### config.mk
export PLATFORM = sky130hd
export DESIGN_NAME = load_store_unit
export DESIGN_NICKNAME = d
export VERILOG_FILES = /design/src/rtl/load_store_unit_pkg.sv /design/src/rtl/lsu_lane_align.sv /design/src/rtl/load_store_unit.sv
export SDC_FILE = /design/constraint.sdc
export NUM_CORES = 1
export LEC_CHECK = 0
export ABC_AREA = 0
export BUFFER_PORTS_ARGS = -buffer_cell sky130_fd_sc_hd__buf_2
export CAP_MARGIN = 20
export CORE_ASPECT_RATIO = 0.75
export CORE_UTILIZATION = 53
export CTS_BUF_LIST = sky130_fd_sc_hd__clkbuf_4 sky130_fd_sc_hd__clkbuf_8 sky130_fd_sc_hd__clkbuf_16
export DETAILED_ROUTE_END_ITERATION = 16
export PLACE_DENSITY_LB_ADDON = 0.08
export SETUP_SLACK_MARGIN = 0.4
export SYNTH_ARGS = -nofsm -noshare
export SYNTH_HDL_FRONTEND = slang
export SYNTH_SLANG_ARGS = --single-unit
### constraint.sdc
create_clock -name i_Clock -period 8.8 [get_ports i_Clock]
set_clock_uncertainty 0.2 [all_clocks]
set_input_delay 0.88 -clock i_Clock [delete_from_list [all_inputs] [get_ports i_Clock]]
set_output_delay 0.88 -clock i_Clock [all_outputs]
set_load 0.01 [all_outputs]
### src/rtl/load_store_unit_pkg.sv
// load_store_unit_pkg: load/store type codes, LSU FSM states and access-size decode.
package load_store_unit_pkg;
    localparam logic [4:0] LS_TYPE_LW   = 5'd0;
    localparam logic [4:0] LS_TYPE_LH   = 5'd1;
    localparam logic [4:0] LS_TYPE_LHU  = 5'd2;
    localparam logic [4:0] LS_TYPE_LB   = 5'd3;
    localparam logic [4:0] LS_TYPE_LBU  = 5'd4;
    localparam logic [4:0] LS_TYPE_SW   = 5'd5;
    localparam logic [4:0] LS_TYPE_SH   = 5'd6;
    localparam logic [4:0] LS_TYPE_SB   = 5'd7;
    localparam logic [4:0] LS_TYPE_NONE = 5'd8;

    typedef enum logic [2:0] {IDLE, ACC0, RSP0, ACC1, RSP1, DONE} lsu_state_e;

    // Lane mask of the access at offset 0; zero for NONE and invalid codes.
    function automatic logic [3:0] size_mask(input logic [4:0] ls_type);
        return (ls_type == LS_TYPE_LW || ls_type == LS_TYPE_SW) ? 4'b1111 :
               (ls_type == LS_TYPE_LH || ls_type == LS_TYPE_LHU || ls_type == LS_TYPE_SH) ? 4'b0011 :
               (ls_type == LS_TYPE_LB || ls_type == LS_TYPE_LBU || ls_type == LS_TYPE_SB) ? 4'b0001 :
               4'b0000;
    endfunction

    function automatic logic is_store(input logic [4:0] ls_type);
        return ls_type >= LS_TYPE_SW && ls_type <= LS_TYPE_SB;
    endfunction
endpackage

### src/rtl/lsu_lane_align.sv
// lsu_lane_align: store lane shift/byte-enable generation and load realign/extend.
module lsu_lane_align
    import load_store_unit_pkg::*;
(
    input  logic [4:0]  ls_type,
    input  logic [1:0]  offset,
    input  logic [31:0] store_data,
    input  logic [31:0] lo_word,
    input  logic [31:0] hi_word,
    output logic [7:0]  mask8,
    output logic [63:0] data64,
    output logic [31:0] load_data
);
    logic [3:0]  mask;
    logic [31:0] store_masked;
    logic [63:0] shifted;

    always_comb begin
        mask         = size_mask(ls_type);
        // Clear bytes beyond the access size so unused write lanes stay zero.
        store_masked = store_data & {{8{mask[3]}}, {8{mask[2]}}, {8{mask[1]}}, {8{mask[0]}}};
        mask8        = {4'b0000, mask} << offset;
        data64       = {32'b0, store_masked} << {offset, 3'b000};
        shifted      = {hi_word, lo_word} >> {offset, 3'b000};
        load_data    = (ls_type == LS_TYPE_LW)  ? shifted[31:0] :
                       (ls_type == LS_TYPE_LH)  ? {{16{shifted[15]}}, shifted[15:0]} :
                       (ls_type == LS_TYPE_LHU) ? {16'b0, shifted[15:0]} :
                       (ls_type == LS_TYPE_LB)  ? {{24{shifted[7]}}, shifted[7:0]} :
                       (ls_type == LS_TYPE_LBU) ? {24'b0, shifted[7:0]} :
                       32'b0;
    end
endmodule

### src/rtl/load_store_unit.sv
// load_store_unit: turns byte/half/word loads and stores into word-aligned memory
// transactions, splitting accesses that cross a word boundary.
module load_store_unit
    import load_store_unit_pkg::*;
#(
    parameter int XLEN          = 32,
    parameter int LS_TYPE_WIDTH = 5
) (
    input  logic                     i_Clock,
    input  logic                     i_Reset,
    input  logic                     i_Request_Valid,
    output logic                     o_Request_Ready,
    input  logic [LS_TYPE_WIDTH-1:0] i_Load_Store_Type,
    input  logic [XLEN-1:0]          i_Addr,
    input  logic [XLEN-1:0]          i_Store_Data,
    output logic                     o_Result_Valid,
    output logic [XLEN-1:0]          o_Result_Data,
    output logic                     o_Mem_Valid,
    input  logic                     i_Mem_Ready,
    output logic [XLEN-1:0]          o_Mem_Addr,
    output logic                     o_Mem_Write,
    output logic [3:0]               o_Mem_Byte_Enable,
    output logic [XLEN-1:0]          o_Mem_Write_Data,
    input  logic                     i_Mem_Read_Valid,
    input  logic [XLEN-1:0]          i_Mem_Read_Data
);
    lsu_state_e               state, state_next;
    logic [LS_TYPE_WIDTH-1:0] type_q;
    logic [XLEN-1:0]          addr_q, data_q, lo_q, hi_q, load_data, word_addr;
    logic [7:0]               mask8;
    logic [63:0]              data64;
    logic                     accept, split, hi_phase;

    lsu_lane_align u_lane_align (
        .ls_type   (type_q),
        .offset    (addr_q[1:0]),
        .store_data(data_q),
        .lo_word   (lo_q),
        .hi_word   (hi_q),
        .mask8     (mask8),
        .data64    (data64),
        .load_data (load_data)
    );

    assign accept    = i_Request_Valid && o_Request_Ready;
    assign split     = |mask8[7:4];
    assign hi_phase  = state == ACC1;
    // High word wraps naturally at the top of the address space.
    assign word_addr = {addr_q[XLEN-1:2], 2'b00} + (hi_phase ? XLEN'(4) : XLEN'(0));

    always_comb begin
        o_Request_Ready   = state == IDLE;
        o_Mem_Valid       = state == ACC0 || state == ACC1;
        o_Mem_Addr        = o_Mem_Valid ? word_addr : '0;
        o_Mem_Write       = o_Mem_Valid && is_store(type_q);
        o_Mem_Byte_Enable = !o_Mem_Valid ? 4'b0000 : hi_phase ? mask8[7:4] : mask8[3:0];
        o_Mem_Write_Data  = !o_Mem_Write ? '0 : hi_phase ? data64[63:32] : data64[31:0];
        o_Result_Valid    = state == DONE;
        o_Result_Data     = o_Result_Valid ? load_data : '0;
    end

    always_comb begin
        state_next = state;
        case (state)
            IDLE: if (accept) state_next = (i_Load_Store_Type <= LS_TYPE_SB) ? ACC0 : DONE;
            ACC0: if (i_Mem_Ready) state_next = !is_store(type_q) ? RSP0 : split ? ACC1 : DONE;
            RSP0: if (i_Mem_Read_Valid) state_next = split ? ACC1 : DONE;
            ACC1: if (i_Mem_Ready) state_next = !is_store(type_q) ? RSP1 : DONE;
            RSP1: if (i_Mem_Read_Valid) state_next = DONE;
            DONE: state_next = IDLE;
            default: state_next = IDLE;
        endcase
    end

    always_ff @(posedge i_Clock or posedge i_Reset) begin
        if (i_Reset) state <= IDLE;
        else state <= state_next;
    end

    always_ff @(posedge i_Clock or posedge i_Reset) begin
        if (i_Reset) begin
            type_q <= '0;
            addr_q <= '0;
            data_q <= '0;
            lo_q   <= '0;
            hi_q   <= '0;
        end else begin
            if (accept) begin
                type_q <= i_Load_Store_Type;
                addr_q <= i_Addr;
                data_q <= i_Store_Data;
            end
            if (state == RSP0 && i_Mem_Read_Valid) lo_q <= i_Mem_Read_Data;
            if (state == RSP1 && i_Mem_Read_Valid) hi_q <= i_Mem_Read_Data;
        end
    end
endmodule

======== Word-level counts from Yosys, hierarchy flattened ========
Index checks and enable logic that the tools add are counted.
storage, ports and cells
  flip-flop bits (word level) ............. 136
  word-level logic and storage cells ...... 71
operators by class
  add/sub/neg operators ................... 1
  magnitude comparators ................... 3
  equality and inequality tests ........... 17
  shifts and indexed selects .............. 3
  muxes and demuxes ....................... 25
  bitwise gates (word level) .............. 1
  reductions and logical operators ........ 15
operators by type and width
  cell                                                                               count
  32-bit two-way mux                                                                 8
  32-bit by 5-bit left shift with 64-bit output                                      1
  64-bit by 5-bit >> shifter with 32-bit output                                      1
  32-bit by 3-bit adder with 32-bit output                                           1
  32-bit bitwise AND                                                                 1
  3-bit two-way mux                                                                  9
  5-bit by 3-bit equality test with 1-bit output (second input constant)             4
  4-bit two-way mux                                                                  4
  3-bit case mux with 5 select lines                                                 1
  5-bit by 2-bit equality test with 1-bit output (second input constant)             2
  5-bit by 3-bit less-or-equal comparator with 1-bit output (second input constant)  2
  8-bit two-way mux                                                                  1
  2-bit != test (second input constant)                                              4
  4-bit by 2-bit left shift with 8-bit output                                        1
  3-bit by 2-bit equality test with 1-bit output (second input constant)             2
  3-bit equality test (second input constant)                                        2
  1-bit logical OR                                                                   6
  5-bit by 1-bit equality test with 1-bit output (second input constant)             1
  5-bit by 3-bit >= comparator with 1-bit output (second input constant)             1
  1-bit logical AND                                                                  5
  5-bit logical NOT                                                                  1
  5-bit AND reduction                                                                1
  4-bit OR reduction                                                                 1
  3-bit by 1-bit equality test with 1-bit output (second input constant)             1
  3 further kinds                                                                    4

======== Logic depth before layout (Yosys ltp) ========
Gate-level depths: netlist (run 1).
  depth in word-level cells ............... 12
  mapped depth ............................ 14
  gate-level depth less buffers ........... 11

======== Hierarchy ========
From an unflattened synthesis (run 1), not the netlist that was laid out.
unflattened totals
  cell total of the unflattened synthesis .. 911
  area total of the unflattened synthesis .. 9032.4 um^2
by module, submodules not included
  module           times used  cells each  area each (um^2)  seq. area each (um^2)
  load_store_unit  1           605         6729.0            3403.3
  lsu_lane_align   1           306         2303.5            0.0

======== Worst setup path after synthesis (run 1) ========
OpenSTA, ideal clock, no wires.
  path kind ............................... reg-to-output
  from .................................... register state[0]
  to ...................................... output o_Mem_Addr[28]
  data arrival time ....................... 2669 ps
  slack ................................... 5051 ps
  stages on the path, launching flop included .. 15
  path buffers ............................ 3
  cell sequence ........................... dfrtp_1 > buf_2 > nand2b_1 > buf_2 > inv_1 > nand2_1 > inv_1 > buf_2 > ha_1 > ha_1 > nand3_1 > nor2_1 > nand3_1 > or3_1 > a21oi_1
RTL lines
  element                                                                                                                  RTL line               RTL
  start, declared                                                                                                          load_store_unit.sv:27  lsu_state_e state, state_next;
  start signal, assigned                                                                                                   load_store_unit.sv:77  else state <= state_next;
  3-bit by 1-bit equality test with 1-bit output / 3-bit by 2-bit equality test with 1-bit output (equally long branches)  load_store_unit.sv:53  o_Mem_Valid = state == ACC0 || state == ACC1;
  1-bit logical OR *                                                                                                       load_store_unit.sv:53
  named net o_Mem_Valid                                                                                                    load_store_unit.sv:18  output logic o_Mem_Valid,
  32-bit two-way mux *                                                                                                     load_store_unit.sv:54  o_Mem_Addr = o_Mem_Valid ? word_addr : '0;
  end, declared                                                                                                            load_store_unit.sv:20  output logic [XLEN-1:0] o_Mem_Addr,
Mark *: on every way through the listed nets, which the timed path passes. The rest lies on a longest branch.

======== Worst setup path after layout (run 1) ========
  from .................................... register state[1]
  to ...................................... output o_Mem_Addr[28]
between the ends
  word-level cells in the longest chain between the ends .. 4
ends and longest elaborated chain
  element                                         RTL line                                      RTL
  3-bit by 2-bit equality test with 1-bit output  load_store_unit.sv:47, load_store_unit.sv:53
  3-bit two-way mux                               load_store_unit.sv:49                         assign word_addr = {addr_q[XLEN-1:2], 2'b00} + (hi_phase ? XLEN'(4) : XLEN'(0));
  32-bit by 3-bit adder with 32-bit output        load_store_unit.sv:49
  32-bit two-way mux *                            load_store_unit.sv:54
Mark *: on every way between the ends. The rest lies on a longest branch, timed or not.

==> impl_results.rst, run 1 <==
.. list-table::
   :header-rows: 1

   * - Metric
     - Value
   * - GRT Residual Overflow
     - 0
   * - Global routing usage summed across all routing layers
     - 0.284
   * - Number of nets in the layout
     - 980
   * - Global-route wire length before repair
     - roughly 33000 um
   * - Hold path depth
     - 1
   * - Total negative slack
     - 0 ns
   * - Die width
     - around 140 um
   * - Detailed placer's ending HPWL
     - around 14000 um
   * - CTS tree
     - yes
   * - Transition time at the pin with the least slew margin
     - approximately 1.1 ns
   * - Nature of the critical path startpoint
     - register
   * - Status
     - finished, final reports clean
   * - Cell types occupying the most area after synthesis
     - sky130_fd_sc_hd__dfrtp_1 41%, sky130_fd_sc_hd__mux2_2 18%, sky130_fd_sc_hd__mux4_2 8.4%, sky130_fd_sc_hd__nor2_1 2.6%, sky130_fd_sc_hd__nor2b_1 2.2%
   * - Path type of the worst min-delay path
     - reg2reg
   * - Clock transition at the registers of the reported paths
     - roughly 0.050 ns
   * - Post-CTS Setup Bufs
     - 0
   * - Via count of the first global-routing pass
     - about 6400
   * - Final-report max-slew violation count
     - 0
   * - Worst slew slack as a fraction of its limit
     - 0.299
   * - DR pass1 iterations
     - 5
   * - Starting utilization of the core area
     - 0.555
   * - Largest stage delay on the critical path
     - slightly above 1 ns
   * - Design area
     - roughly 9500 um2
   * - Final period util
     - 0.573
   * - Required time of the critical path
     - between 7 and 8 ns
   * - Min-Delay Startpoint
     - hi_q[21]$_DFFE_PP0P_
   * - Critical path launch point
     - state[1]$_DFFE_PP0P_
   * - Maximum number of pins on one net before global-route repair
     - between 80 and 90
   * - Die outline area
     - about 15000 um2
   * - Count of unresolved DRC violations after routing
     - 0
   * - Share of the synthesized area in compound gates (AO/OA/AOI/OAI)
     - 0.0949
   * - Layout cells sized above 1
     - 0.480
   * - Average size of a mapped cell
     - ~11 um2
   * - Post-cts repair resize count
     - 0
   * - Cell class contributing the biggest share of worst-path delay
     - simple AND/OR/NAND/NOR gates
   * - Area of the core region
     - roughly 14000 um2
   * - Clock Sinks
     - approximately 130
   * - Worst path depth
     - 10
   * - Final instance count without filler cells
     - about 1100
   * - Critical path type
     - reg2out
   * - Antenna diode count
     - 0
   * - Number of buffers inserted during clock tree synthesis
     - 17
   * - Kind of end point of the critical path
     - output port
   * - Placement Setup Slack
     - ~4.3 ns
   * - Final WL
     - just over 20000 um
   * - Share of synthesized registers carrying an async set or reset
     - 1.00
   * - Clock latency on the worst-skew pair
     - roughly 0.43 ns
   * - RSZ-0062 raised after global routing
     - no
   * - Fillers
     - 1100
   * - Area Overhead vs Synth
     - 22.6%
   * - Xor/xnor cell area share of the yosys netlist
     - 0.0315
   * - Total vias in the final route
     - roughly 6400
   * - Buffer cell driving the clock tree root
     - sky130_fd_sc_hd__clkbuf_16
   * - Syn Std Cell Area
     - slightly below 8000 um2
   * - Share of synthesized cell area in full adder, half adder and majority cells
     - 0.00322
   * - Top cell type by total area after synthesis
     - sky130_fd_sc_hd__dfrtp_1
   * - Number of enable-type register cells in the synthesized netlist
     - 0
   * - Weighted congestion at the end of routability-driven global placement
     - between 0.8 and 0.9
   * - Number of warnings reported in the yosys synthesis log
     - 0
   * - Count of state elements after synthesis
     - roughly 130
   * - Number of H-tree levels
     - 4
   * - Largest family of logic cells by synthesized area
     - multiplexers
   * - Top cell types by occurrence after synthesis
     - 128 x sky130_fd_sc_hd__dfrtp_1, 125 x sky130_fd_sc_hd__mux2_2, 54 x sky130_fd_sc_hd__nor2_1
   * - Fraction of synthesized cell area taken by the top area cell type
     - 0.412
   * - Number of placed cells counting well taps
     - 1047
   * - Worst R2R Start
     - state[1]$_DFFE_PP0P_
   * - Worst setup slack after layout
     - about 3.8 ns
   * - Cell area power density
     - 363 nW/um2
   * - Depth of the worst register-to-register path
     - 4
   * - Bufs on Longest Clock Path
     - 2
   * - FMAX
     - slightly below 200 MHz
   * - Row count
     - 37
   * - Setup-violating endpoint count in the final report
     - 0
   * - # Max-Cap Violations
     - 0
   * - Crit path buffers/inverters
     - 2
   * - Hold-fix buffers, CTS
     - 0
   * - Endpoint arrival time on the critical path
     - around 4 ns
   * - Post-synth top flop
     - sky130_fd_sc_hd__dfrtp_1
   * - Simple-gate share of the synthesized area
     - 0.143
   * - Slowest CP cell
     - sky130_fd_sc_hd__dfrtp_1
   * - Post-synthesis mux area share
     - 0.282
   * - Area after detailed placement
     - 8910 um2
   * - Number of violations reported at the end of detailed-routing iteration 0
     - ~310
   * - Final worst path period need
     - ~5.0 ns
   * - Antenna Nets Post-Route
     - 0
   * - VDD IR max
     - 0.178 mV
   * - Layout Utilization
     - 0.680
   * - Fraction of the yosys area taken by sequential cells
     - 0.412
   * - Crit-path cells
     - nand2_1 -> inv_1 -> ha_1 -> ha_1 -> nand3_1 -> nor2_1 -> nand3_1 -> or3_1 -> a21oi_1 -> buf_2
   * - Most numerous cell in the Yosys netlist
     - sky130_fd_sc_hd__dfrtp_1
   * - Number of top-level design ports
     - between 200 and 250
   * - Post-Syn Instances
     - approximately 690
   * - Leakage power total
     - approximately 4.2 nW
   * - Mean routed wirelength per cell
     - 19.1 um
   * - Antenna violations before repair
     - 0
   * - Die height
     - 107 um
   * - Routed vias/inst
     - 5.96
   * - Max FO, Critical Path
     - 36
   * - Final hold viol count
     - 0
   * - Input/output buffers
     - 207
   * - Count of unique library cells instantiated by Yosys
     - between 50 and 60
[per-layer routing]
| layer | share of wire | track usage | vias up |
|---|---|---|---|
| met2 | 0.47 | 0.446 | 267 |
| li1 | - | - | 2907 |
| met1 | 0.44 | 0.379 | 3225 |
| met4 | 0.022 | 0.123 | 0 |
| met3 | 0.067 | 0.0674 | 39 |
| met5 | 0 | 0 | - |
[placed cells by master (no fill, tap or decap), types with 8 or more instances in the layout]
| master | instances |
|---|---|
| sky130_fd_sc_hd__buf_4 | 8 |
| sky130_fd_sc_hd__o21ai_0 | 10 |
| sky130_fd_sc_hd__buf_2 | 207 |
| sky130_fd_sc_hd__clkbuf_16 | 17 |
| sky130_fd_sc_hd__nor2_1 | 54 |
| sky130_fd_sc_hd__nor3b_1 | 10 |
| sky130_fd_sc_hd__and3_1 | 8 |
| sky130_fd_sc_hd__mux2_2 | 125 |
| sky130_fd_sc_hd__nand2_1 | 25 |
| sky130_fd_sc_hd__a22oi_1 | 15 |
| sky130_fd_sc_hd__o22ai_1 | 19 |
| sky130_fd_sc_hd__nand3_1 | 16 |
| sky130_fd_sc_hd__nor2b_1 | 27 |
| sky130_fd_sc_hd__o21a_1 | 18 |
| sky130_fd_sc_hd__a21oi_1 | 24 |
| sky130_fd_sc_hd__nor3_1 | 10 |
| sky130_fd_sc_hd__xnor2_1 | 12 |
| sky130_fd_sc_hd__xor2_1 | 16 |
| sky130_fd_sc_hd__mux4_2 | 29 |
| sky130_fd_sc_hd__mux2i_1 | 13 |
| sky130_fd_sc_hd__dfrtp_1 | 126 |
[stage by stage]
step | hold WS [ns] | power, mW
floorplan | 0.275 | 2.35
finish | 0.304 | 3.46
detailed placement | 0.294 | 2.73
CTS | 0.307 | 3.47
global route | 0.313 | 3.69
global placement | 0.288 | 2.66
[final cells by class]
| type | instances | area, um2 | area share |
|---|---|---|---|
| multi-input cells | 501 | 4330 | 0.454 |
| flip-flops and latches | 128 | 3210 | 0.336 |
| repair buffers | 216 | 1120 | 0.118 |
| clock buffers | 22 | 469 | 0.0492 |
| well taps | 195 | 244 | 0.0256 |
| clock inverters | 10 | 136 | 0.0143 |
| inverters | 8 | 32.5 | 0.00341 |
[worst paths after layout]
| path | endpoint | slack, ns |
|---|---|---|
| worst max-delay path | o_Mem_Addr[28] | 3.75 |
| worst min-delay path | hi_q[21]$_DFFE_PP0P_ | 0.30 |
| worst max register to register | addr_q[8]$_DFFE_PP0P_ | 5.72 |
| worst min register to register | hi_q[21]$_DFFE_PP0P_ | 0.30 |
| max in group asynchronous | addr_q[10]$_DFFE_PP0P_ | 7.01 |
| min in group asynchronous | data_q[23]$_DFFE_PP0P_ | 0.32 |
[sequential cells by signal, indices dropped and copies added, names as in the netlist]
register	cells
state	3
hi_q	24
data_q	32
addr_q	32
type_q	5
lo_q	32
[cells by family (layout without fill, tap and decap cells)]
| logic type | Yosys count | after routing |
|---|---|---|
| simple gates | 194 | 194 |
| mux | 167 | 167 |
| flops | 128 | 128 |
| compound gates | 108 | 108 |
| buf+inv | 57 | 256 |
| xor+xnor | 28 | 28 |
| fa+ha+maj | 2 | 2 |
| other cells | 1 | 2 |
[where the power goes]
group	switching, mW	internal [mW]
clock	0.265	0.464
combinational	0.668	0.805
sequential	0.369	0.892
No activity file was read; power rests on OpenSTA's default activity.
==> inputs of run 2 (changes only) <==
clock period = 5 ns   (was 8.8 ns; I/O delays follow)
==> run 2 against run 1 <==
Sequential cell count stayed put. Worst hold slack worse by 0.22 ns. Critical path type unchanged. Via count is 0.71% lower. Worst setup slack worse by 3.0 ns. Clock power is 70% higher.
==> impl_results.rst, run 2 (synthesis results as in run 1) <==
.. list-table::
   :header-rows: 1

   * - Metric
     - Value
   * - Critical path type
     - reg2out
   * - Area of combinational cells with multiple inputs
     - 4330 um2 (unchanged)
   * - Endpoint arrival time on the critical path
     - 3.52 ns (-0.45 ns)
   * - Antenna violations before repair
     - 0 (unchanged)
   * - GRT Residual Overflow
     - 0 (unchanged)
   * - Number of H-tree levels
     - 4 (unchanged)
   * - Number of nets in the layout
     - 982 (+0.20%)
   * - Die width
     - 142 um (unchanged)
   * - Final WL
     - 20800 um (+0.86%)
   * - Routed vias/inst
     - 5.91 (-0.90%)
   * - Setup-violating endpoint count in the final report
     - 0 (unchanged)
   * - Final instance count without filler cells
     - 1082 (+0.19%)
   * - Count of unresolved DRC violations after routing
     - 0 (unchanged)
   * - Number of top-level design ports
     - 210 (unchanged)
   * - Final period util
     - 0.844
   * - Nature of the critical path startpoint
     - register
   * - Worst setup slack after layout
     - 0.780 ns (-2.97 ns)
   * - Final hold viol count
     - 0 (unchanged)
   * - Kind of end point of the critical path
     - output port
   * - Placement Setup Slack
     - 1.18 ns (-3.08 ns)
   * - Input/output buffers
     - 207 (unchanged)
   * - Starting utilization of the core area
     - 0.555 (unchanged)
   * - Maximum number of pins on one net before global-route repair
     - 50 (-38%)
   * - Transition time at the pin with the least slew margin
     - 0.891 ns (-0.161 ns)
   * - Buffer cell driving the clock tree root
     - sky130_fd_sc_hd__clkbuf_16
   * - Max FO, Critical Path
     - 12 (-67%)
   * - Bufs on Longest Clock Path
     - 2 (unchanged)
   * - DR pass1 iterations
     - 5 (unchanged)
   * - Weighted congestion at the end of routability-driven global placement
     - 0.863 (+1.4%)
   * - Most common cell after layout, fill and taps aside
     - sky130_fd_sc_hd__buf_2
   * - Die outline area
     - 15200 um2 (unchanged)
   * - Via count of the first global-routing pass
     - 6306 (-1.0%)
   * - # Max-Cap Violations
     - 0 (unchanged)
   * - Leakage power total
     - 4.19 nW (-0.39%)
   * - Number of placed cells counting well taps
     - 1049 (+0.19%)
   * - Die height
     - 107 um (unchanged)
   * - Row count
     - 37 (unchanged)
   * - Worst slew slack as a fraction of its limit
     - 0.402 (+0.103)
   * - Area Overhead vs Synth
     - 22.5%
   * - Fillers
     - 1104 (+0.36%)
   * - Commonest non-fill, non-tap cells in the layout
     - 207 x sky130_fd_sc_hd__buf_2, 126 x sky130_fd_sc_hd__dfrtp_1, 125 x sky130_fd_sc_hd__mux2_2
   * - Number of violations reported at the end of detailed-routing iteration 0
     - 333 (+6.4%)
   * - Area of the core region
     - 14000 um2 (unchanged)
   * - Required time of the critical path
     - 4.30 ns (-3.42 ns)
   * - Global routing usage summed across all routing layers
     - 0.284 (-0.000854)
   * - Mean routed wirelength per cell
     - 19.2 um (+0.67%)
   * - Status
     - finished, final reports clean
   * - Clock transition at the registers of the reported paths
     - 0.06 ns (about the same)
   * - Final worst path period need
     - 4.22 ns
   * - VDD IR max
     - 0.297 mV (+67%)
   * - Antenna diode count
     - 0 (unchanged)
   * - RSZ-0062 raised after global routing
     - no
   * - Total vias in the final route
     - 6392 (-0.71%)
   * - Layout cells sized above 1
     - 0.481 (+0.00117)
   * - Post-CTS Setup Bufs
     - 0 (unchanged)
   * - Clock Sinks
     - 128 (unchanged)
   * - Number of buffers inserted during clock tree synthesis
     - 17 (unchanged)
   * - Detailed placer's ending HPWL
     - 14600 um (+1.5%)
   * - Clock latency on the worst-skew pair
     - 0.42 ns (about the same)
   * - Largest registers
     - addr_q x32, data_q x32, lo_q x32
   * - Area taken by flip-flops and latches
     - 3210 um2 (unchanged)
   * - FMAX
     - between 200 and 250 MHz
   * - Antenna Nets Post-Route
     - 0 (unchanged)
   * - Final-report max-slew violation count
     - 0 (unchanged)
   * - CTS tree
     - yes
   * - Global-route wire length before repair
     - 32900 um (about the same)
   * - Path type of the worst min-delay path
     - in2reg
   * - Total negative slack
     - 0 ns (unchanged)
   * - Cell area power density
     - 637 nW/um2 (+75%)
## run 2: cell type report
class | count | area share
repair buffers | 218 | 0.118
clock inverters | 12 | 0.0139
well taps | 195 | 0.0256
flip-flops and latches | 128 | 0.336
clock buffers | 20 | 0.0483
multi-input cells | 501 | 0.454
inverters | 8 | 0.00381
## run 2: path summary, 6_finish.rpt
path | start | to | slack (ns) | cells past startpoint
max | state[2]$_DFFE_PP0P_ | o_Mem_Addr[28] | 0.78 | 12
max reg2reg | state[1]$_DFFE_PP0P_ | data_q[14]$_DFFE_PP0P_ | 2.09 | 5
max in group asynchronous | i_Reset | hi_q[21]$_DFFE_PP0P_ | 3.04 | 4
min reg2reg | hi_q[23]$_DFFE_PP0P_ | hi_q[23]$_DFFE_PP0P_ | 0.31 | 1
min | i_Addr[12] | addr_q[12]$_DFFE_PP0P_ | 0.08 | 3
min in group asynchronous | i_Reset | lo_q[4]$_DFFE_PP0P_ | 0.51 | 3
## run 2: through the flow
stage	power (mW)	cell area [um2]	hold WS [ns]	util
floorplan	4.14	7780	0.275	-
detailed placement	4.80	8920	0.295	0.636
global route	6.44	9530	0.0999	0.679
CTS	6.07	9530	0.0659	0.679
global placement	4.69	8920	0.285	0.636
finish	6.07	9530	0.0849	0.679
## run 2: report_power, final
group	internal, mW	switching, mW
Combinational	1.42	1.22
Sequential	1.57	0.611
Clock	0.767	0.477
## run 2: repair_timing
action                                  in CTS  in global routing
gates resized for setup                      0                  1
hold endpoints to repair                    47                  0
endpoints found under the setup margin       0                  1
hold buffers                                 1                  0
## run 2: worst max-delay path, cell delays in order, from the launching register on
cell                         delay (ns)
sky130_fd_sc_hd__dfrtp_1           0.48
sky130_fd_sc_hd__nand2b_1          0.20
sky130_fd_sc_hd__inv_1             0.18
sky130_fd_sc_hd__nand2_1           0.18
sky130_fd_sc_hd__clkinvlp_4        0.25
sky130_fd_sc_hd__ha_1              0.22
sky130_fd_sc_hd__ha_1              0.21
sky130_fd_sc_hd__nand3_1           0.14
sky130_fd_sc_hd__nor2_1            0.38
sky130_fd_sc_hd__nand3_1           0.21
sky130_fd_sc_hd__or3_1             0.34
sky130_fd_sc_hd__a21oi_1           0.16
sky130_fd_sc_hd__buf_2             0.15
## run 2: layer usage
metal,part of all wire,global-route usage
met2,0.47,0.435
met5,0,0
met4,0.019,0.112
met1,0.45,0.398
met3,0.060,0.0554
==> inputs of run 3 (changes only) <==
ABC_AREA = 1   (was 0)
clock period = 4.3 ns   (was 5 ns; I/O delays follow)
==> run 3 against run 2 <==
The run now ends with negative hold slack left. Largest power group unchanged. Sequential share of layout area decreased by 1.1 points. Power increased by 13%. Sequential power about the same. First-iteration DRC count increased to 3.0 times the previous value. Non-clock buffer count increased by 3. Worst setup slack got worse by 0.011 ns. Cell count increased by 44%. Synthesized cell count increased by 71%.
==> impl_results.rst, run 3 <==
.. list-table::
   :header-rows: 1

   * - Metric
     - Value
   * - Top cell types by occurrence after synthesis
     - 204 x sky130_fd_sc_hd__nand2_1, 165 x sky130_fd_sc_hd__nor2_1, 141 x sky130_fd_sc_hd__o21ai_0
   * - Final WL
     - 26700 um (+29%)
   * - Number of enable-type register cells in the synthesized netlist
     - 0 (unchanged)
   * - Critical path type
     - reg2out
   * - Die outline area
     - 15900 um2 (+4.5%)
   * - Number of top-level design ports
     - 210 (unchanged)
   * - Most common cell after layout, fill and taps aside
     - sky130_fd_sc_hd__buf_2
   * - Weighted congestion at the end of routability-driven global placement
     - 0.997 (+15%)
   * - Final period util
     - 0.821
   * - Area taken by flip-flops and latches
     - 3200 um2 (about the same)
   * - Number of buffers inserted during clock tree synthesis
     - 17 (unchanged)
   * - Number of placed cells counting well taps
     - 1527 (+46%)
   * - Largest registers
     - addr_q x32, data_q x32, lo_q x32
   * - Worst slew slack as a fraction of its limit
     - 0.432 (+0.0305)
   * - Antenna Nets Post-Route
     - 0 (unchanged)
   * - Hold-fix buffers, CTS
     - 0 (-1)
   * - GRT Residual Overflow
     - 0 (unchanged)
   * - Total vias in the final route
     - 8702 (+36%)
   * - Detailed placer's ending HPWL
     - 19600 um (+34%)
   * - DR pass1 iterations
     - 6 (+1)
   * - Violated checks
     - negative hold slack
   * - Fillers
     - 1345 (+22%)
   * - Cell area power density
     - 698 nW/um2 (+9.6%)
   * - RSZ-0062 raised after global routing
     - no
   * - Starting utilization of the core area
     - 0.552 (-0.00259)
   * - Area after detailed placement
     - 9230 um2 (+3.4%)
   * - Nature of the critical path startpoint
     - register
   * - Worst setup slack after layout
     - 0.769 ns (-0.0106 ns)
   * - Clock transition at the registers of the reported paths
     - 0.06 ns (about the same)
   * - Transition time at the pin with the least slew margin
     - 0.852 ns (-0.0390 ns)
   * - VDD IR max
     - 0.348 mV (+17%)
   * - Input/output buffers
     - 207 (unchanged)
   * - # Max-Cap Violations
     - 0 (unchanged)
   * - Fraction of the yosys area taken by sequential cells
     - 0.394 (-0.0180)
   * - Endpoint arrival time on the critical path
     - 2.90 ns (-0.62 ns)
   * - Share of synthesized registers carrying an async set or reset
     - 1.00 (unchanged)
   * - Clock Sinks
     - 128 (unchanged)
   * - Area of the core region
     - 14700 um2 (+5.1%)
   * - Count of unique library cells instantiated by Yosys
     - 40 (-31%)
   * - Average size of a mapped cell
     - 6.95 um2 (-39%)
   * - FMAX
     - around 280 MHz
   * - Max FO, Critical Path
     - 13 (+1)
   * - Bufs on Longest Clock Path
     - 2 (unchanged)
   * - Global-route wire length before repair
     - 41600 um (+27%)
   * - Row count
     - 38 (+2.7%)
   * - Die height
     - 109 um (+2.2%)
   * - Fraction of synthesized cell area taken by the top area cell type
     - 0.394 (-0.0180)
   * - Mean routed wirelength per cell
     - 17.1 um (-11%)
   * - Most numerous cell in the Yosys netlist
     - sky130_fd_sc_hd__nand2_1
   * - Final-report max-slew violation count
     - 0 (unchanged)
   * - Design area
     - 9840 um2 (+3.2%)
   * - Total negative slack
     - 0 ns (unchanged)
   * - Number of nets in the layout
     - 1454 (+48%)
   * - Path type of the worst min-delay path
     - in2async
   * - Area Overhead vs Synth
     - 20.9%
   * - Area of combinational cells with multiple inputs
     - 4070 um2 (-5.9%)
   * - Layout cells sized above 1
     - 0.222 (-0.259)
   * - Final instance count without filler cells
     - 1560 (+44%)
   * - Count of state elements after synthesis
     - 128 (unchanged)
   * - Leakage power total
     - 5.32 nW (+27%)
   * - Worst R2R Start
     - state[1]$_DFFE_PP0P_
   * - Setup-violating endpoint count in the final report
     - 0 (unchanged)
   * - Via count of the first global-routing pass
     - 7697 (+22%)
   * - Routed vias/inst
     - 5.58 (-5.6%)
   * - Buffer cell driving the clock tree root
     - sky130_fd_sc_hd__clkbuf_16
   * - Status
     - finished with violations
   * - Commonest non-fill, non-tap cells in the layout
     - 207 x sky130_fd_sc_hd__buf_2, 204 x sky130_fd_sc_hd__nand2_1, 165 x sky130_fd_sc_hd__nor2_1
   * - Final worst path period need
     - 3.53 ns
   * - CTS tree
     - yes
   * - Post-synth top flop
     - sky130_fd_sc_hd__dfrtp_1
   * - Required time of the critical path
     - 3.67 ns (-0.63 ns)
   * - Final hold viol count
     - 7 (+7)
   * - Post-Syn Instances
     - 1170 (+71%)
   * - Syn Std Cell Area
     - 8140 um2 (+4.6%)
   * - Total Power Consumption
     - 6.86 mW (+13%)
   * - Maximum number of pins on one net before global-route repair
     - 129 (+160%)
   * - Top cell type by total area after synthesis
     - sky130_fd_sc_hd__dfrtp_1
   * - Kind of end point of the critical path
     - output port
   * - Hold_ws
     - -0.0505 ns (-0.135 ns)
   * - Placement Setup Slack
     - 1.12 ns (-0.0665 ns)
   * - Antenna violations before repair
     - 1 (+1)
   * - Count of unresolved DRC violations after routing
     - 0 (unchanged)
   * - Cell types occupying the most area after synthesis
     - sky130_fd_sc_hd__dfrtp_1 39%, sky130_fd_sc_hd__nand2_1 9.4%, sky130_fd_sc_hd__o21ai_0 8.7%, sky130_fd_sc_hd__nor2_1 7.6%, sky130_fd_sc_hd__a21oi_1 7.3%
   * - Critical path launch point
     - state[2]$_DFFE_PP0P_
   * - Layout Utilization
     - 0.667 (-0.0120)
   * - Die width
     - 145 um (+2.2%)
   * - Number of warnings reported in the yosys synthesis log
     - 0 (unchanged)
   * - Number of H-tree levels
     - 4 (unchanged)
   * - Global routing usage summed across all routing layers
     - 0.340 (+0.0563)
   * - Number of violations reported at the end of detailed-routing iteration 0
     - 1008 (+200%)
   * - Clock latency on the worst-skew pair
     - 0.41 ns (about the same)
==> run 3: changes by cell type after synthesis, sizes merged, moves of 38 or more <==
cell   change
o21ai    +166
nor2     +114
nand3     +38
mux2     -100
nand2    +188
a21oi     +93
inv      +140
==> run 3: metal layers <==
layer  vias to the layer above  track usage  routed length (um)
met3                        33       0.0701                2840
met5                         -            0                   0
met1                      4027        0.547               13200
met2                       466        0.452               10400
met4                         0       0.0850                 312
li1                       4176            -                   -
==> run 3: cells by family after synthesis <==
group | count (synthesis) | share of synthesized area
flip-flops | 128 | 0.394
XOR/XNOR | 12 | 0.0129
AO/OA/AOI/OAI | 323 | 0.210
multiplexers | 25 | 0.0346
AND/OR/NAND/NOR | 466 | 0.237
adder cells (fa/ha/maj) | 2 | 0.00308
other | 1 | 0.000461
buffers and inverters | 213 | 0.108
==> run 3: worst paths after layout <==
check	endpoint	slack [ns]	cells after the start
max	o_Mem_Addr[20]	0.77	17
min	addr_q[8]$_DFFE_PP0P_	-0.05	3
min reg2reg	hi_q[15]$_DFFE_PP0P_	0.29	2
min in group i_Clock	addr_q[21]$_DFFE_PP0P_	0.01	2
max in group asynchronous	hi_q[19]$_DFFE_PP0P_	3.33	3
max reg2reg	data_q[6]$_DFFE_PP0P_	1.82	7
==> run 3: critical path, cell delays in order (launching register included) <==
cell,delay [ns]
sky130_fd_sc_hd__dfrtp_1,0.37
sky130_fd_sc_hd__inv_2,0.13
sky130_fd_sc_hd__nand2_2,0.10
sky130_fd_sc_hd__inv_6,0.13
sky130_fd_sc_hd__nand2_2,0.11
sky130_fd_sc_hd__inv_2,0.08
sky130_fd_sc_hd__ha_1,0.20
sky130_fd_sc_hd__ha_1,0.18
sky130_fd_sc_hd__nand2_1,0.10
sky130_fd_sc_hd__nor2_4,0.13
sky130_fd_sc_hd__nand2_1,0.09
sky130_fd_sc_hd__nor2_2,0.08
sky130_fd_sc_hd__buf_4,0.16
sky130_fd_sc_hd__nand3_2,0.12
sky130_fd_sc_hd__nor2_1,0.14
sky130_fd_sc_hd__nor2_1,0.05
sky130_fd_sc_hd__nor3_1,0.14
sky130_fd_sc_hd__buf_2,0.17
==> run 3: final cells by class <==
type,instances,share of cell area
antenna,1,0.000254
inverter,148,0.0574
clock buffer,18,0.0447
multi-input combinational,830,0.414
timing repair buffer,221,0.117
sequential,128,0.326
tap,200,0.0254
clock inverter,14,0.0151
==> run 3: power breakdown <==
part	total, mW	switching (mW)	internal, mW
sequential	2.20	0.471	1.73
clock	1.44	0.610	0.831
combinational	3.22	2.18	1.04
==> run 3: repair_timing <==
item,CTS,global route
setup buffers,0,0
resized for setup,0,4
endpoints found under the setup margin,0,1
